**config.mk**
```make
export PLATFORM = sky130hd
export DESIGN_NAME = blend_layer_select
export DESIGN_NICKNAME = d
export VERILOG_FILES = /design/src/rtl/blend_layer_select_pkg.sv /design/src/rtl/blend_layer_select_rank_insert.sv /design/src/rtl/blend_layer_select.sv
export SDC_FILE = /design/constraint.sdc
export NUM_CORES = 1
export LEC_CHECK = 0
export ABC_AREA = 1
export BUFFER_PORTS_ARGS = -buffer_cell sky130_fd_sc_hd__buf_4
export CELL_PAD_IN_SITES_DETAIL_PLACEMENT = 1
export CELL_PAD_IN_SITES_GLOBAL_PLACEMENT = 1
export CORE_AREA = 2 2 167 169
export CTS_CLUSTER_DIAMETER = 80
export DETAILED_ROUTE_END_ITERATION = 6
export DIE_AREA = 0 0 169 171
export HOLD_SLACK_MARGIN = 0.08
export PLACE_DENSITY = 0.81
export SYNTH_ARGS = -nofsm -noshare
export SYNTH_HDL_FRONTEND = slang
export SYNTH_SLANG_ARGS = --single-unit
```
**constraint.sdc**
```tcl
create_clock -name clock -period 8 [get_ports clock]
set_input_delay 1.2 -clock clock [delete_from_list [all_inputs] [get_ports clock]]
set_output_delay 1.2 -clock clock [all_outputs]
set_load 0.005 [all_outputs]
```
**src/rtl/blend_layer_select_pkg.sv**
```systemverilog
// rtl/blend_layer_select_pkg.sv - shared graphics types for layer selection
//
// Purpose: layer-descriptor bit positions, the select FSM state enum, the
// backdrop rank, the scan candidate struct and a descriptor builder.
// Ports: none (package).

package blend_layer_select_pkg;

    // Layer descriptor layout (20 bits, unlisted bits are always zero)
    localparam int DESC_W            = 20;
    localparam int DESC_BG_LSB       = 8;   // [9:8]   BG index
    localparam int DESC_PRIO_LSB     = 10;  // [11:10] priority
    localparam int DESC_OBJ_BIT      = 12;  // OBJ layer
    localparam int DESC_SEMI_BIT     = 13;  // semi-transparent OBJ
    localparam int DESC_BACKDROP_BIT = 17;  // backdrop

    localparam logic [DESC_W-1:0] BACKDROP_DESC = DESC_W'(1) << DESC_BACKDROP_BIT;

    // Backdrop sits below every real priority (0..3)
    localparam logic [2:0] BACKDROP_RANK = 3'd4;

    // Scan index of the last candidate (OBJ, BG0..BG3)
    localparam logic [2:0] LAST_IDX = 3'd4;

    typedef enum logic [1:0] {
        ST_IDLE = 2'd0,
        ST_SCAN = 2'd1,
        ST_HOLD = 2'd2
    } state_t;

    typedef struct packed {
        logic [15:0] color;
        logic [1:0]  prio;
        logic        visible;
        logic        is_obj;
        logic [1:0]  bg_idx;
        logic        semi;
    } candidate_t;

    // The semi flag only ever reaches a descriptor through an OBJ candidate,
    // so it appears on an output only when OBJ occupies that layer.
    function automatic logic [DESC_W-1:0] make_desc(input candidate_t c);
        logic [DESC_W-1:0] d;
        d = '0;
        d[DESC_BG_LSB +: 2]   = c.bg_idx;
        d[DESC_PRIO_LSB +: 2] = c.prio;
        d[DESC_OBJ_BIT]       = c.is_obj;
        d[DESC_SEMI_BIT]      = c.is_obj & c.semi;
        return d;
    endfunction

endpackage

```
**src/rtl/blend_layer_select_rank_insert.sv**
```systemverilog
// rtl/blend_layer_select_rank_insert.sv - combinational compare-and-insert of one candidate
//
// Purpose: insert one candidate into the (top, second) pair by rank.
// Ports:
//   i_cand                         candidate being examined
//   i_top_* / i_sec_*              current top and second (rank, descriptor, colour)
//   o_top_* / o_sec_*              updated top and second

module layer_rank_insert
    import blend_layer_select_pkg::*;
(
    input  candidate_t          i_cand,
    input  logic [2:0]          i_top_rank,
    input  logic [DESC_W-1:0]   i_top_desc,
    input  logic [15:0]         i_top_color,
    input  logic [2:0]          i_sec_rank,
    input  logic [DESC_W-1:0]   i_sec_desc,
    input  logic [15:0]         i_sec_color,
    output logic [2:0]          o_top_rank,
    output logic [DESC_W-1:0]   o_top_desc,
    output logic [15:0]         o_top_color,
    output logic [2:0]          o_sec_rank,
    output logic [DESC_W-1:0]   o_sec_desc,
    output logic [15:0]         o_sec_color
);

    logic [2:0] w_rank;
    logic       w_beats_top;
    logic       w_beats_sec;

    always_comb begin
        w_rank      = {1'b0, i_cand.prio};
        // Strict less-than: equal rank never displaces, so scan order breaks ties
        w_beats_top = i_cand.visible && (w_rank < i_top_rank);
        w_beats_sec = i_cand.visible && (w_rank < i_sec_rank);

        o_top_rank  = i_top_rank;
        o_top_desc  = i_top_desc;
        o_top_color = i_top_color;
        o_sec_rank  = i_sec_rank;
        o_sec_desc  = i_sec_desc;
        o_sec_color = i_sec_color;

        if (w_beats_top) begin
            o_sec_rank  = i_top_rank;
            o_sec_desc  = i_top_desc;
            o_sec_color = i_top_color;
            o_top_rank  = w_rank;
            o_top_desc  = make_desc(i_cand);
            o_top_color = i_cand.color;
        end else if (w_beats_sec) begin
            o_sec_rank  = w_rank;
            o_sec_desc  = make_desc(i_cand);
            o_sec_color = i_cand.color;
        end
    end

endmodule

```
**src/rtl/blend_layer_select.sv**
```systemverilog
// rtl/blend_layer_select.sv - sequential top/second layer selection for one pixel
//
// Purpose: accept one pixel's OBJ and BG candidates, scan them one per cycle
// in order OBJ, BG0..BG3, and present the top two layers until taken.
// Ports:
//   clock, reset_n             rising-edge clock, synchronous active-low reset
//   in_valid / in_ready        pixel request handshake
//   bg_color/bg_prio/bg_transp per-BG pixel data
//   layer_en                   [3:0] BG enables, [4] OBJ enable
//   obj_color/obj_prio/obj_transp/obj_semi   OBJ pixel data
//   backdrop                   palette entry 0 colour
//   out_valid / out_ready      result handshake
//   layer0/color0              top layer descriptor and colour
//   layer1/color1              second layer descriptor and colour

module blend_layer_select
    import blend_layer_select_pkg::*;
#(
    parameter int NUM_BG = 4
) (
    input  logic                clock,
    input  logic                reset_n,
    input  logic                in_valid,
    output logic                in_ready,
    input  logic [15:0]         bg_color [NUM_BG],
    input  logic [1:0]          bg_prio  [NUM_BG],
    input  logic [NUM_BG-1:0]   bg_transp,
    input  logic [NUM_BG:0]     layer_en,
    input  logic [15:0]         obj_color,
    input  logic [1:0]          obj_prio,
    input  logic                obj_transp,
    input  logic                obj_semi,
    input  logic [15:0]         backdrop,
    output logic                out_valid,
    input  logic                out_ready,
    output logic [DESC_W-1:0]   layer0,
    output logic [DESC_W-1:0]   layer1,
    output logic [15:0]         color0,
    output logic [15:0]         color1
);

    state_t             r_state;
    state_t             w_state_nxt;
    logic [2:0]         r_idx;
    candidate_t         r_cand [NUM_BG+1];
    candidate_t         w_cand_in [NUM_BG+1];
    candidate_t         w_cur;
    logic               w_accept;

    logic [2:0]         r_top_rank;
    logic [DESC_W-1:0]  r_top_desc;
    logic [15:0]        r_top_color;
    logic [2:0]         r_sec_rank;
    logic [DESC_W-1:0]  r_sec_desc;
    logic [15:0]        r_sec_color;

    logic [2:0]         w_top_rank;
    logic [DESC_W-1:0]  w_top_desc;
    logic [15:0]        w_top_color;
    logic [2:0]         w_sec_rank;
    logic [DESC_W-1:0]  w_sec_desc;
    logic [15:0]        w_sec_color;

    logic [DESC_W-1:0]  r_layer0;
    logic [DESC_W-1:0]  r_layer1;
    logic [15:0]        r_color0;
    logic [15:0]        r_color1;

    // Candidate slot 0 is OBJ, slots 1..NUM_BG are BG0..BG(NUM_BG-1)
    always_comb begin
        w_cand_in[0].color   = obj_color;
        w_cand_in[0].prio    = obj_prio;
        w_cand_in[0].visible = layer_en[NUM_BG] & ~obj_transp;
        w_cand_in[0].is_obj  = 1'b1;
        w_cand_in[0].bg_idx  = 2'd0;
        w_cand_in[0].semi    = obj_semi;
        for (int i = 0; i < NUM_BG; i++) begin
            w_cand_in[i+1].color   = bg_color[i];
            w_cand_in[i+1].prio    = bg_prio[i];
            w_cand_in[i+1].visible = layer_en[i] & ~bg_transp[i];
            w_cand_in[i+1].is_obj  = 1'b0;
            w_cand_in[i+1].bg_idx  = 2'(i);
            w_cand_in[i+1].semi    = 1'b0;
        end
    end

    always_comb begin
        w_cur = '0;
        if (r_idx <= LAST_IDX) begin
            w_cur = r_cand[r_idx];
        end
    end

    layer_rank_insert u_insert (
        .i_cand      (w_cur),
        .i_top_rank  (r_top_rank),
        .i_top_desc  (r_top_desc),
        .i_top_color (r_top_color),
        .i_sec_rank  (r_sec_rank),
        .i_sec_desc  (r_sec_desc),
        .i_sec_color (r_sec_color),
        .o_top_rank  (w_top_rank),
        .o_top_desc  (w_top_desc),
        .o_top_color (w_top_color),
        .o_sec_rank  (w_sec_rank),
        .o_sec_desc  (w_sec_desc),
        .o_sec_color (w_sec_color)
    );

    // FSM state register
    always_ff @(posedge clock) begin
        if (!reset_n) begin
            r_state <= ST_IDLE;
        end else begin
            r_state <= w_state_nxt;
        end
    end

    // FSM next state
    always_comb begin
        w_state_nxt = r_state;
        unique case (r_state)
            ST_IDLE: if (w_accept)             w_state_nxt = ST_SCAN;
            ST_SCAN: if (r_idx == LAST_IDX)    w_state_nxt = ST_HOLD;
            ST_HOLD: if (out_ready)            w_state_nxt = ST_IDLE;
            default:                           w_state_nxt = ST_IDLE;
        endcase
    end

    // FSM outputs; in_ready is also held low while reset is asserted
    always_comb begin
        in_ready  = (r_state == ST_IDLE) && reset_n;
        out_valid = (r_state == ST_HOLD);
        w_accept  = in_valid && in_ready;
    end

    // Datapath: capture, scan and result registers
    always_ff @(posedge clock) begin
        if (!reset_n) begin
            r_idx       <= 3'd0;
            r_top_rank  <= BACKDROP_RANK;
            r_top_desc  <= '0;
            r_top_color <= '0;
            r_sec_rank  <= BACKDROP_RANK;
            r_sec_desc  <= '0;
            r_sec_color <= '0;
            r_layer0    <= '0;
            r_layer1    <= '0;
            r_color0    <= '0;
            r_color1    <= '0;
            for (int i = 0; i <= NUM_BG; i++) begin
                r_cand[i] <= '0;
            end
        end else begin
            unique case (r_state)
                ST_IDLE: begin
                    if (w_accept) begin
                        for (int i = 0; i <= NUM_BG; i++) begin
                            r_cand[i] <= w_cand_in[i];
                        end
                        // Both slots start as backdrop so any visible layer displaces them
                        r_idx       <= 3'd0;
                        r_top_rank  <= BACKDROP_RANK;
                        r_top_desc  <= BACKDROP_DESC;
                        r_top_color <= backdrop;
                        r_sec_rank  <= BACKDROP_RANK;
                        r_sec_desc  <= BACKDROP_DESC;
                        r_sec_color <= backdrop;
                    end
                end
                ST_SCAN: begin
                    r_top_rank  <= w_top_rank;
                    r_top_desc  <= w_top_desc;
                    r_top_color <= w_top_color;
                    r_sec_rank  <= w_sec_rank;
                    r_sec_desc  <= w_sec_desc;
                    r_sec_color <= w_sec_color;
                    if (r_idx == LAST_IDX) begin
                        // Last candidate folds straight into the held result
                        r_idx    <= 3'd0;
                        r_layer0 <= w_top_desc;
                        r_color0 <= w_top_color;
                        r_layer1 <= w_sec_desc;
                        r_color1 <= w_sec_color;
                    end else begin
                        r_idx <= r_idx + 3'd1;
                    end
                end
                default: begin
                end
            endcase
        end
    end

    assign layer0 = r_layer0;
    assign layer1 = r_layer1;
    assign color0 = r_color0;
    assign color1 = r_color1;

endmodule

```
# == Word level (Yosys, flattened, before mapping) ==
# Memories as Yosys holds them, arrays and structs flattened. A register that Yosys moved wholly into a read port is not among the register bits.
# Index checks and enable logic that the tools add are counted.
# op_classes
multipliers,0
mux,38
n_bitwise,16
magnitude_cmp,3
reduce_logical,11
n_eq_ne,8
shifts,0
add_sub_neg,1
n_div,0
# op_table
operator,n
$mux W23,6
$mux W20,4
$pmux W20 S2,2
$mux W16,4
$pmux W16 S2,2
$mux W3,8
$pmux W3 S2,3
$reduce_and A3 Y1,3
$and A1 B1 Y1,6
$lt A2 B3 Y1,2
$mux W2,3
$pmux W2 S3,1
$mux W1,5
$not A1 Y1,5
$or A1 B1 Y1,5
$logic_and A1 B1 Y1,4
$ne A2 B1 Y1 const B,2
$ne A2 B2 Y1 const B,2
$reduce_and A2 Y1,2
$add A3 B1 Y3 const B,1
$eq A3 B3 Y1 const B,1
$le A3 B3 Y1 const B,1
$ne A3 B1 Y1 const B,1
$eq A2 B1 Y1 const B,1
3 further kinds,3
# word_totals
ram_bits,115
mem_bits_ro,0
in_bits,121
regBits,155
memories,1
output_inout_bits,74
latchBits,0
# mem_list
name,depth,word_bits,read_ports,rd_ports_with_merged_regs,write_ports,line,source
r_cand,5,23,1,1,5,blend_layer_select.sv:45,candidate_t r_cand [NUM_BG+1];

# == Logic depth before layout (Yosys ltp) ==
# Gate-level depths: netlist (run 1).
# logic_depth
ltp_word,8
ltp_mapped,19

# == Cells and area by module ==
# A second synthesis (run 1) with hierarchy kept.
# unflattened
cells_unflattened,1662
hier_area_um2,12136.6
# by_module_without_submodules
mod,seq_area_each_um2,n_inst,area_per_inst_um2,cells_each
blend_layer_select,6075.8,1,10786.6,1336
layer_rank_insert,0.0,1,1350.0,326

# == Least setup slack after synthesis (run 1) ==
# Ideal clock, no wire load.
# synth_path
path_kind,input port to flip-flop
start,input reset_n
end,memory r_cand[0][0] in the netlist's numbering (enable)
path_slack_ns,3.465
cell_stages,6
arrival_time_ns,3.625
setup_time_ns,0.910
required_time_ns,7.090
cell_sequence,inv_2 > nor3_1 > nand2_1 > clkbuf_1 > clkbuf_1 > nand2_1
# synth_rtl
item,line,source
from (decl),blend_layer_select.sv:22,"input logic reset_n,"
to (decl),blend_layer_select.sv:45,

==> results of run 1 <==
==> layer usage <==
| metal | vias up | GRT usage, % |
|---|---|---|
| li1 | 5164 | - |
| met1 | 4951 | 29.0 |
| met2 | 264 | 41.3 |
| met3 | 83 | 3.08 |
| met4 | 0 | 9.29 |
| met5 | - | 0 |
==> how the worst max path moves through the flow <==
stage,start,to,cells past startpoint
6_report,flip-flop,layer0[8]$_SDFFE_PN0P_,16
5_1_grt,flip-flop,layer0[8]$_SDFFE_PN0P_,16
4_1_cts,flip-flop,layer0[8]$_SDFFE_PN0P_,16
3_5_place_dp,reset_n,r_cand[4][9]$_SDFFCE_PN0P_,6
3_3_place_gp,reset_n,flip-flop,9
2_1_floorplan,reset_n,r_cand[0][0]$_SDFFCE_PN0P_,6
==> kinds of logic (layout without fill, tap and decap cells) <==
family	Yosys count	in the layout
buffers and inverters	319	478
flip-flops	255	255
adder cells (fa/ha/maj)	4	4
AO/OA/AOI/OAI	228	228
AND/OR/NAND/NOR	747	747
==> cells in the final DEF (no fill, tap or decap) <==
| cell | netlist | final |
|---|---|---|
| o21ai_0 | 29 | 29 |
| clkbuf_8 | 0 | 2 |
| nor2_1 | 276 | 275 |
| a21oi_1 | 113 | 113 |
| nor3_1 | 1 | 1 |
| o211ai_1 | 24 | 24 |
| clkinv_1 | 0 | 6 |
| clkinv_2 | 0 | 2 |
| or2_2 | 20 | 20 |
| nand4_1 | 2 | 2 |
| nor2_4 | 1 | 3 |
| a211oi_1 | 2 | 2 |
| clkbuf_1 | 59 | 8 |
| edfxtp_1 | 97 | 97 |
| bufinv_16 | 0 | 1 |
| ha_1 | 4 | 4 |
| nand2_4 | 0 | 2 |
| nand3_1 | 108 | 108 |
| nand3b_1 | 17 | 17 |
| o21bai_1 | 1 | 1 |
| inv_4 | 0 | 1 |
| nand2_2 | 3 | 4 |
| inv_2 | 9 | 8 |
| nand3_4 | 1 | 1 |
| or2_1 | 3 | 3 |
| dfxtp_1 | 158 | 158 |
| clkbuf_16 | 0 | 29 |
| o21ai_1 | 56 | 56 |
| buf_4 | 3 | 203 |
| inv_1 | 218 | 218 |
| nand2_1 | 314 | 311 |
| a21o_1 | 3 | 3 |
==> Yosys cell counts (all sizes together) <==
cell / count
nand2: 317
a21oi: 113
clkbuf: 59
nand3b: 17
nand3: 109
o211ai: 24
a21o: 3
nor3: 1
o21ai: 85
o21bai: 1
or2: 23
a211oi: 2
edfxtp: 97
inv: 227
dfxtp: 158
ha: 4
nand4: 2
nor2: 278
buf: 33
==> final cells by class <==
| type | instances | area (sq um) |
|---|---|---|
| clock buffers | 39 | 783 |
| inverters | 227 | 855 |
| multi-input cells | 979 | 4390 |
| fillers | 3389 | 13200 |
| well taps | 346 | 433 |
| repair buffers | 203 | 1520 |
| flip-flops and latches | 255 | 6080 |
| clock inverters | 9 | 62.6 |
==> registers in the layout, indices dropped and copies added (netlist names), named ones only <==
name / count
color0: 16
color1: 16
layer0: 20
layer1: 20
r_cand: 97
r_idx: 3
r_sec_color: 16
r_sec_desc: 20
r_sec_rank: 3
r_state: 2
r_top_color: 16
r_top_desc: 20
r_top_rank: 3
==> power by group <==
part | internal (mW) | switching, mW | total (mW)
Clock | 0.705 | 0.506 | 1.21
Sequential | 1.43 | 0.0336 | 1.46
Combinational | 0.182 | 0.411 | 0.593
Total | 2.31 | 0.950 | 3.26
==> per-stage QoR <==
| step | worst slack, ns | hold WS [ns] |
|---|---|---|
| 6_report | 3.66 | 0.454 |
| 5_1_grt | 3.27 | 0.470 |
| 4_1_cts | 3.63 | 0.455 |
| 3_5_place_dp | 3.47 | 0.446 |
| 3_3_place_gp | 3.56 | 0.437 |
| 2_1_floorplan | 3.47 | 0.429 |
==> critical path, cell delays in order, from the launching register on <==
cell	delay, ns
dfxtp_1	0.70
inv_2	0.22
nor2_1	0.71
o211ai_1	0.21
nand3_1	0.11
nand2_1	0.08
inv_1	0.22
ha_1	0.17
inv_1	0.04
nor2_1	0.13
nand2_2	0.10
nand3_4	0.18
buf_4	0.71
nand2_1	0.17
o21ai_1	0.22
a21o_1	0.16
inv_1	0.04
==> impl_results.md, run 1 <==
- Wl on met1: around 15,000 microns
- Cells after synthesis: 1,553
- Clock buffer depth: 3
- Finished Layout Cells: roughly 2,100
- Crit path required time: 8.44 ns
- Placed cells: about 2,000
- Worst-Skew Late Latency: 0.55 ns
- Worst setup EP type: flip-flop
- CP max FO: 83
- First-pass GRT wire length: between 50,000 and 60,000 microns
- RSZ-0062 raised after global routing: no
- Placed inst area: ~13,000 sq um
- Fin crit share: 54.3%
- Status: complete, no violations
- Initial Utilization: 42.8%
- Met3 WL: roughly 1500 microns
- R2R Setup Slk: about 3.7 ns
- Period minus WS final: 4.34 ns
- Power Density: 231 nW/um^2
- Leak: 6.66 nW
- Compound-Gate Fraction of Synth Area: 10.4%
- DP HPWL: between 20,000 and 25,000 microns
- Worst R2R End: layer0[8]$_SDFFE_PN0P_
- Vias in the first global route: between 10,000 and 15,000
- Maximum VDD drop: 0.163 mV
- Hold Path Depth: 2
- Diode count: 0
- Area contributors post-synth: dfxtp_1 27%, edfxtp_1 25%, nand2_1 10%
- Initial antenna violation count: 0
- Slew @ Worst Pin: 1.23 ns
- Synth Cell Area: 11,700 sq um
- Vias: 10,500
- Synthesized Nets: 1,678
- Area share of xor/xnor cells in the synthesized design: 0%
- Final Cell Area: about 14,000 sq um
- Worst hold start: r_top_desc[18]$_SDFFE_PN0P_
- Die Span X: 169 microns
- Max Cap Viol: 0
- RePlAce Congestion: 0.804
- Ys Warns: 0
- Synth top area share: 27.0%
- Post-Synth Adder-Cell Area: 0.428%
- Seq cells post-synth: 255
- Largest family of logic cells by synthesized area: simple AND/OR/NAND/NOR gates
- Hold path endpoint: r_top_desc[18]$_SDFFE_PN0P_
- Post-CTS Setup Inserts: 0
- Fin. max-slew vios: 0
- Worst r2r path cells: 16
- Worst endpoint data arrival time: 4.78 ns
- Sink Count: 255
- Yosys cell types: 29
- Drt drc: 0
- CTS Hold Buffers Added: 0
- Uppermost layer routed: met4
- Sequential fraction of the synthesis area: 52.0%
- Placeable Area: 27,300 sq um
- Maximum clock rate: 230 MHz
- Max_slew headroom: 18.0%
- Num rows: 61
- Setup Skew: 0.0187 ns
- DR pass1 iterations: 4
- CTS H-tree depth: 1
- CTS clk-pin slew, worst paths: ~0.060 ns
- WL final: roughly 34,000 microns
- Number of I/O pins: just under 200
- Die area: between 20,000 and 30,000 sq um
- Global-route usage over all layers: 23.4%
- WS Path Type: reg2reg
- Mean post-synth cell area: 7.53 sq um
- Inserted Clock Buffers: 28
- Final Hold Viols: 0
- Yosys top cell by area: dfxtp_1
- Final Util: 51.7%
- CTS tree: yes
- Post-synthesis mux area share: 0%
- Post-cts resize count: 0
- Largest net degree at the start of global routing: 112
- Buffers on Ports: 194
- Metal2 WL: 16,300 microns
- Class of the worst hold path: reg2reg
- Overall power: 3.26 mW
- Startpoint Class: flip-flop
- Simple-gate portion of the synthesized area: a little over a quarter
- Number of setup violations in the final report: 0
- Layout area overhead: 20.8%
- Vias per cell: 5.08
- Die H: 171 microns
- Share of cells above drive strength 1: 16.1%
- Clock Root Buffer: clkbuf_16
- Final ANT Viol Nets: 0
- Routed len/inst: 16.5 microns
- Setup TNS Final: 0 ns
- Nets: 1,819
- Initial drt markers: 502
- Total gr overflow: 0
Note: power is estimated with default switching activity, not from simulation.
==> run 2, diff against run 1 <==
- CORE_AREA: 2 2 167 169 -> 2 2 181 183
- DIE_AREA: 0 0 169 171 -> 0 0 183 185
- PLACE_DENSITY: 0.81 -> 0.73
- clock period: 8 -> 3.49 ns (I/O delays scaled with it)
==> run 2 against run 1 <==
Against the previous run: first-iteration DRC count increased by 11%; non-clock buffer count increased by 16; maximum frequency increased by 44%; combinational power increased by 140%; highest routed layer is now met5.
==> impl_results.md, run 2 (synthesis gave the netlist of run 1 again) <==
- Status: complete, no violations (unchanged)
- First-pass GRT wire length: 54,900 microns (was 54,100 microns)
- Commonest non-fill, non-tap cell in the layout: nand2_1 (unchanged)
- Clock buffer depth: 3 (unchanged)
- Fillers: 3,962 (was 3,389)
- DR pass1 iterations: 5 (was 4)
- Number of setup violations in the final report: 0 (unchanged)
- Final Util: 45.1% (was 51.7%)
- Nets: 1,835 (was 1,819)
- Initial antenna violation count: 1 (was 0)
- CP max stage cell: dfxtp_1 (was nor2_1)
- DP HPWL: 23,600 microns (was 22,000 microns)
- Worst-Skew Late Latency: 0.55 ns (about the same)
- Uppermost layer routed: met5 (was met4)
- Worst endpoint data arrival time: 3.48 ns (was 4.78 ns)
- Share of cells above drive strength 1: 17.3% (was 16.1%)
- Placeable Area: 32,000 sq um (was 27,300 sq um)
- Maximum clock rate: 332 MHz (was 230 MHz)
- Max FFs per register: 97 (unchanged)
- Die area: 33,900 sq um (was 28,900 sq um)
- P_int: 5.47 mW (was 2.31 mW)
- Net Switching: 2.20 mW (was 950 uW)
- Final setup margin: 0.479 ns (was 3.66 ns)
- CTS tree: yes (unchanged)
- Vias in the first global route: 10,500 (was 10,800)
- Comb pwr share: 18.2% (about the same)
- RSZ-0062 raised after global routing: no (unchanged)
- Clock power frac: 38.2% (was 37.1%)
- Die Span X: 183 microns (was 169 microns)
- Leak: 6.79 nW (was 6.66 nW)
- Final ANT Viol Nets: 0 (unchanged)
- Buffers on Ports: 194 (unchanged)
- Drt drc: 0 (unchanged)
- Slowest Stage Delay on Critical Path: 0.45 ns (was 0.71 ns)
- Initial Utilization: 36.5% (was 42.8%)
- CP Cell Sequence: inv_2 > nor2_1 > o211ai_1 > nand3_1 > nand2_1 > inv_1 > ha_1 > inv_1 > nor2_1 > nand2_2 > nand3_4 > inv_2 > buf_12 > nand2_1 > nand2_1 > nand2_1 > a21oi_1 (was inv_2 > nor2_1 > o211ai_1 > nand3_1 > nand2_1 > inv_1 > ha_1 > inv_1 > nor2_1 > nand2_2 > nand3_4 > buf_4 > nand2_1 > o21ai_1 > a21o_1 > inv_1)
- Setup TNS Final: 0 ns (unchanged)
- Crit path required time: 3.96 ns (was 8.44 ns)
- Final Hold Viols: 0 (unchanged)
- Startpoint Class: flip-flop (unchanged)
- WL final: 34,400 microns (was 33,900 microns)
- Largest net degree at the start of global routing: 99 (was 112)
- Die H: 185 microns (was 171 microns)
- CP most frequent cell: nand2_1 (was inv_1)
- Initial drt markers: 557 (was 502)
- Vias: 10,300 (was 10,500)
- Fin. max-slew vios: 0 (unchanged)
- Max_slew headroom: 26.3% (was 18.0%)
- Post-CTS Setup Inserts: 0 (unchanged)
- Slew @ Worst Pin: 1.10 ns (was 1.23 ns)
- Class of the worst hold path: in2reg (was reg2reg)
- Seq pwr share: 43.6% (was 44.7%)
- RePlAce Congestion: 0.792 (was 0.804)
- Number of I/O pins: 195 (unchanged)
- Total gr overflow: 0 (unchanged)
- Most frequent cells in the layout: 311 x nand2_1, 275 x nor2_1, 218 x inv_1 (unchanged)
- Worst hold start: out_ready (was r_top_desc[18]$_SDFFE_PN0P_)
- Num rows: 66 (was 61)
- Sw frac: 28.6% (was 29.1%)
- Dpl ws: 0.570 ns (was 3.47 ns)
- WS Path Type: reg2reg (unchanged)
- Diode count: 0 (unchanged)
- Worst hold slack: 0.247 ns (was 0.454 ns)
- Vias per cell: 4.83 (was 5.08)
- Setup Skew: 0.0113 ns (was 0.0187 ns)
- Maximum VDD drop: 0.326 mV (was 0.163 mV)
- CTS clk-pin slew, worst paths: 0.06 ns (about the same)
- Routed len/inst: 16.1 microns (was 16.5 microns)
- Fin crit share: 86.3% (was 54.3%)
- Worst setup EP type: flip-flop (unchanged)
- CP max FO: 30 (was 83)
- Metal2 WL: 16,000 microns (was 16,300 microns)
- Power Density: 531 nW/um^2 (was 231 nW/um^2)
- Clock Root Buffer: clkbuf_16 (unchanged)
- Period minus WS final: 3.01 ns (was 4.34 ns)
- Post-cts resize count: 0 (unchanged)
- CTS H-tree depth: 1 (unchanged)
- Inserted Clock Buffers: 28 (unchanged)
- Max Cap Viol: 0 (unchanged)
- Layout area overhead: 23.5% (was 20.8%)
- Sink Count: 255 (unchanged)
- Met3 WL: 1440 microns (was 1470 microns)
- Wl on met1: 16,400 microns (was 14,900 microns)
- Largest Register: r_cand (unchanged)
- Global-route usage over all layers: 20.2% (was 23.4%)
- CTS Hold Buffers Added: 0 (unchanged)
## run 2: cell count changes in the layout (fill, tap and decap cells not counted)
| cell | change |
|---|---|
| clkinv_1 | -5 |
| buf_4 | +12 |
| clkbuf_8 | +2 |
| buf_12 | +4 |
| bufinv_16 | +1 |
| clkinv_2 | +5 |
## run 2: layout make-up
type	count	area [sq um]	share of cell area [%]
clock buffer	41	811	5.62
clock inverter	10	98.8	0.685
inverter	227	855	5.92
multi-input combinational	979	4390	30.4
sequential	255	6080	42.1
tap	408	510	3.54
timing repair buffer	219	1690	11.7
## run 2: path summary, 6_finish.rpt
path,end,slack [ns],depth (start not counted)
hold / removal,r_state[1]$_SDFFE_PN0P_,0.25,4
setup / recovery,r_sec_desc[14]$_SDFFE_PN0P_,0.48,17
hold reg to reg,r_top_desc[19]$_SDFFE_PN0P_,0.45,2
setup reg to reg,r_sec_desc[14]$_SDFFE_PN0P_,0.48,17
## run 2: power groups by stage
stage / clock network (mW) / registers [mW] / logic (mW)
4_1_cts: 3.02 / 3.34 / 1.41
3_3_place_gp: 0 / 3.40 / 1.36
5_1_grt: 3.12 / 3.36 / 1.57
6_report: 2.93 / 3.34 / 1.40
3_5_place_dp: 0 / 3.41 / 1.40
2_1_floorplan: 0 / 3.38 / 0.932
## run 2: metrics by stage
| stage | instances | area [sq um] | power [mW] |
|---|---|---|---|
| final | 2139 | 14400 | 7.67 |
| after global routing | 2139 | 14400 | 8.05 |
| after CTS | 2139 | 14400 | 7.77 |
| after detailed placement | 2088 | 13500 | 4.81 |
| after global placement | 2088 | 13500 | 4.76 |
| after floorplan | 1553 | 11700 | 4.31 |
## run 2: layer usage
| layer | vias to the layer above | GRT usage (%) |
|---|---|---|
| met1 | 4886 | 27.2 |
| met5 | - | 0 |
| met3 | 40 | 2.89 |
| li1 | 5194 | - |
| met2 | 204 | 34.6 |
| met4 | 2 | 4.51 |
## run 2: critical path, delay by kind of cell (launching register included)
family,cells,cell delay [ns]
adder cells (fa/ha/maj),1,0.28
buffers and inverters,5,0.91
AND/OR/NAND/NOR,9,0.99
AO/OA/AOI/OAI,2,0.29
flip-flops,1,0.45
==> run 3, diff against run 2 <==
- PLACE_DENSITY: 0.73 -> 0.78
==> run 3 against run 2 <==
Against the previous run: largest power group unchanged; first-iteration DRC count is 18% higher; sequential power hardly changed; sequential share of layout area is 0.13 points lower; power is 3.0% higher; register-to-register slack better by 0.11 ns; worst setup slack better by 0.11 ns; final area is 0.32% higher; clock-buffer cell count is 6 lower; routed wire length is 2.4% higher; combinational power hardly changed; maximum frequency is 3.8% higher; core utilization is 0.14 points higher.
==> impl_results.md, run 3 (synthesis gave the netlist of run 1 again) <==
- Max Cap Viol: 0 (unchanged)
- R2R Setup Slk: 0.59 ns (was 0.48 ns)
- Max FFs per register: 97 (unchanged)
- Largest Register: r_cand (unchanged)
- Drt drc: 0 (unchanged)
- WS Path Type: reg2reg (unchanged)
- Initial drt markers: 658 (was 557)
- Setup Skew: 0.0157 ns (was 0.0113 ns)
- Slowest Stage Delay on Critical Path: 0.39 ns (was 0.45 ns)
- CP Cell Sequence: inv_1 > ha_1 > or2_1 > buf_4 > o21ai_1 > inv_1 > nand2_1 > nand2_1 > nand2_2 > nand3_4 > inv_2 > buf_12 > nand2_1 > nand2_1 > nand2_1 > a21oi_1 (was inv_2 > nor2_1 > o211ai_1 > nand3_1 > nand2_1 > inv_1 > ha_1 > inv_1 > nor2_1 > nand2_2 > nand3_4 > inv_2 > buf_12 > nand2_1 > nand2_1 > nand2_1 > a21oi_1)
- Number of I/O pins: 195 (unchanged)
- CP most frequent cell: nand2_1 (unchanged)
- Net Switching: 2.29 mW (was 2.20 mW)
- Comb pwr share: 18.0% (was 18.2%)
- Num rows: 66 (unchanged)
- CP max stage cell: inv_2 (was dfxtp_1)
- Fillers: 3,954 (was 3,962)
- Maximum VDD drop: 0.371 mV (was 0.326 mV)
- CTS tree: yes (unchanged)
- Final ANT Viol Nets: 0 (unchanged)
- Commonest non-fill, non-tap cell in the layout: nand2_1 (unchanged)
- Final Hold Viols: 0 (unchanged)
- Max_slew headroom: 21.4% (was 26.3%)
- Clock power frac: 39.7% (was 38.2%)
- Overall power: 7.89 mW (was 7.67 mW)
- Status: complete, no violations (unchanged)
- Leak: 6.81 nW (was 6.79 nW)
- Crit path required time: 3.95 ns (was 3.96 ns)
- Uppermost layer routed: met4 (was met5)
- RePlAce Congestion: 0.816 (was 0.792)
- Fin crit share: 83.1% (was 86.3%)
- Routed len/inst: 16.5 microns (was 16.1 microns)
- DR pass1 iterations: 5 (unchanged)
- Maximum clock rate: 345 MHz (was 332 MHz)
- Final setup margin: 0.590 ns (was 0.479 ns)
- Seq pwr share: 42.3% (was 43.6%)
- CP max FO: 22 (was 30)
- Initial antenna violation count: 0 (was 1)
- DP HPWL: 23,200 microns (was 23,600 microns)
- Period minus WS final: 2.90 ns (was 3.01 ns)
- Startpoint Class: flip-flop (unchanged)
- Worst endpoint data arrival time: 3.36 ns (was 3.48 ns)
- Power Density: 545 nW/um^2 (was 531 nW/um^2)
- Die H: 185 microns (unchanged)
- Placeable Area: 32,000 sq um (unchanged)
- Final Util: 45.2% (was 45.1%)
- Vias per cell: 4.93 (was 4.83)
- Total gr overflow: 0 (unchanged)
- Number of setup violations in the final report: 0 (unchanged)
- Post-cts resize count: 0 (unchanged)
- RSZ-0062 raised after global routing: no (unchanged)
- Most frequent cells in the layout: 311 x nand2_1, 275 x nor2_1, 218 x inv_1 (unchanged)
- Initial Utilization: 36.5% (unchanged)
- Buffers on Ports: 194 (unchanged)
- Class of the worst hold path: in2reg (unchanged)
- First-pass GRT wire length: 56,400 microns (was 54,900 microns)
- CTS Hold Buffers Added: 0 (unchanged)
- Slew @ Worst Pin: 1.18 ns (was 1.10 ns)
- WL final: 35,300 microns (was 34,400 microns)
- Sw frac: 29.0% (was 28.6%)
- Clock Root Buffer: clkbuf_16 (unchanged)
- Dpl ws: 0.436 ns (was 0.570 ns)
- Share of cells above drive strength 1: 17.6% (was 17.3%)
- Post-CTS Setup Inserts: 0 (unchanged)
- Sink Count: 255 (unchanged)
- Worst-Skew Late Latency: 0.55 ns (about the same)
- Die Span X: 183 microns (unchanged)
- Setup TNS Final: 0 ns (unchanged)
- Layout area overhead: 23.9% (was 23.5%)
- Vias in the first global route: 10,800 (was 10,500)
- Fin. max-slew vios: 0 (unchanged)
- Global-route usage over all layers: 20.7% (was 20.2%)
- Vias: 10,500 (was 10,300)
- Diode count: 0 (unchanged)
- Placed cells: 2,086 (was 2,088)
- Worst setup EP type: flip-flop (unchanged)
- CTS clk-pin slew, worst paths: 0.06 ns (about the same)
- CTS H-tree depth: 1 (unchanged)
- Met3 WL: 1630 microns (was 1440 microns)
- Die area: 33,900 sq um (unchanged)
- Metal2 WL: 16,600 microns (was 16,000 microns)
- Clock buffer depth: 3 (unchanged)
- Nets: 1,833 (was 1,835)
- Inserted Clock Buffers: 28 (unchanged)
- Largest net degree at the start of global routing: 99 (unchanged)
- Wl on met1: 16,300 microns (was 16,400 microns)
- Finished Layout Cells: 2,138 (was 2,139)
- P_int: 5.61 mW (was 5.47 mW)
==> run 3: changes by cell type in the layout (fill, tap and decap cells not counted), sizes merged <==
cell,delta
clkinvlp,+4
buf,-2
clkbuf,-6
inv,+1
bufinv,+2
==> run 3: layout make-up <==
class / instances / area (sq um) / area share, %
Clock buffer: 35 / 781 / 5.39
Tap cell: 408 / 510 / 3.52
Inverter: 227 / 855 / 5.90
Multi-Input combinational cell: 979 / 4390 / 30.3
Timing Repair Buffer: 217 / 1680 / 11.6
Sequential cell: 255 / 6080 / 41.9
Clock inverter: 17 / 190 / 1.31
==> run 3: worst paths after layout <==
kind                              start                          to  depth (start not counted)
max reg2reg       r_idx[0]$_SDFFE_PN0P_  r_top_desc[9]$_SDFFE_PN0P_                         16
min reg2reg  r_top_desc[1]$_SDFFE_PN0P_  r_top_desc[1]$_SDFFE_PN0P_                          2
max               r_idx[0]$_SDFFE_PN0P_  r_top_desc[9]$_SDFFE_PN0P_                         16
min                        bg_transp[3]  r_cand[4][4]$_SDFFCE_PN0P_                          2
==> run 3: critical path, delay by kind of cell (launching register included) <==
kind,cells,cell delay [ns]
and+or+nand+nor,8,1.02
buffers and inverters,5,0.96
DFF,1,0.35
AOI/OAI and AO/OA,2,0.24
adders and majority gates,1,0.23
==> run 3: power groups by stage <==
stage                     clock (mW)  sequential [mW]  combinational [mW]
after global placement             0             3.39                1.37
after global routing            3.32             3.35                1.59
final                           3.14             3.34                1.42
after detailed placement           0             3.40                1.41
after CTS                       3.18             3.34                1.43
after floorplan                    0             3.38               0.932
==> run 3: stage by stage <==
| stage | hold slack [ns] | instance area [sq um] |
|---|---|---|
| floorplan | 0.429 | 11700 |
| global placement | 0.438 | 13500 |
| detailed placement | 0.443 | 13500 |
| CTS | 0.225 | 14500 |
| global route | 0.225 | 14500 |
| finish | 0.245 | 14500 |
==> run 3: per-layer routing <==
metal  track usage (%)  vias up
met5                 0        -
met4              4.96        0
met3              2.75       47
met2              35.6      242
met1              27.7     5062
li1                  -     5184
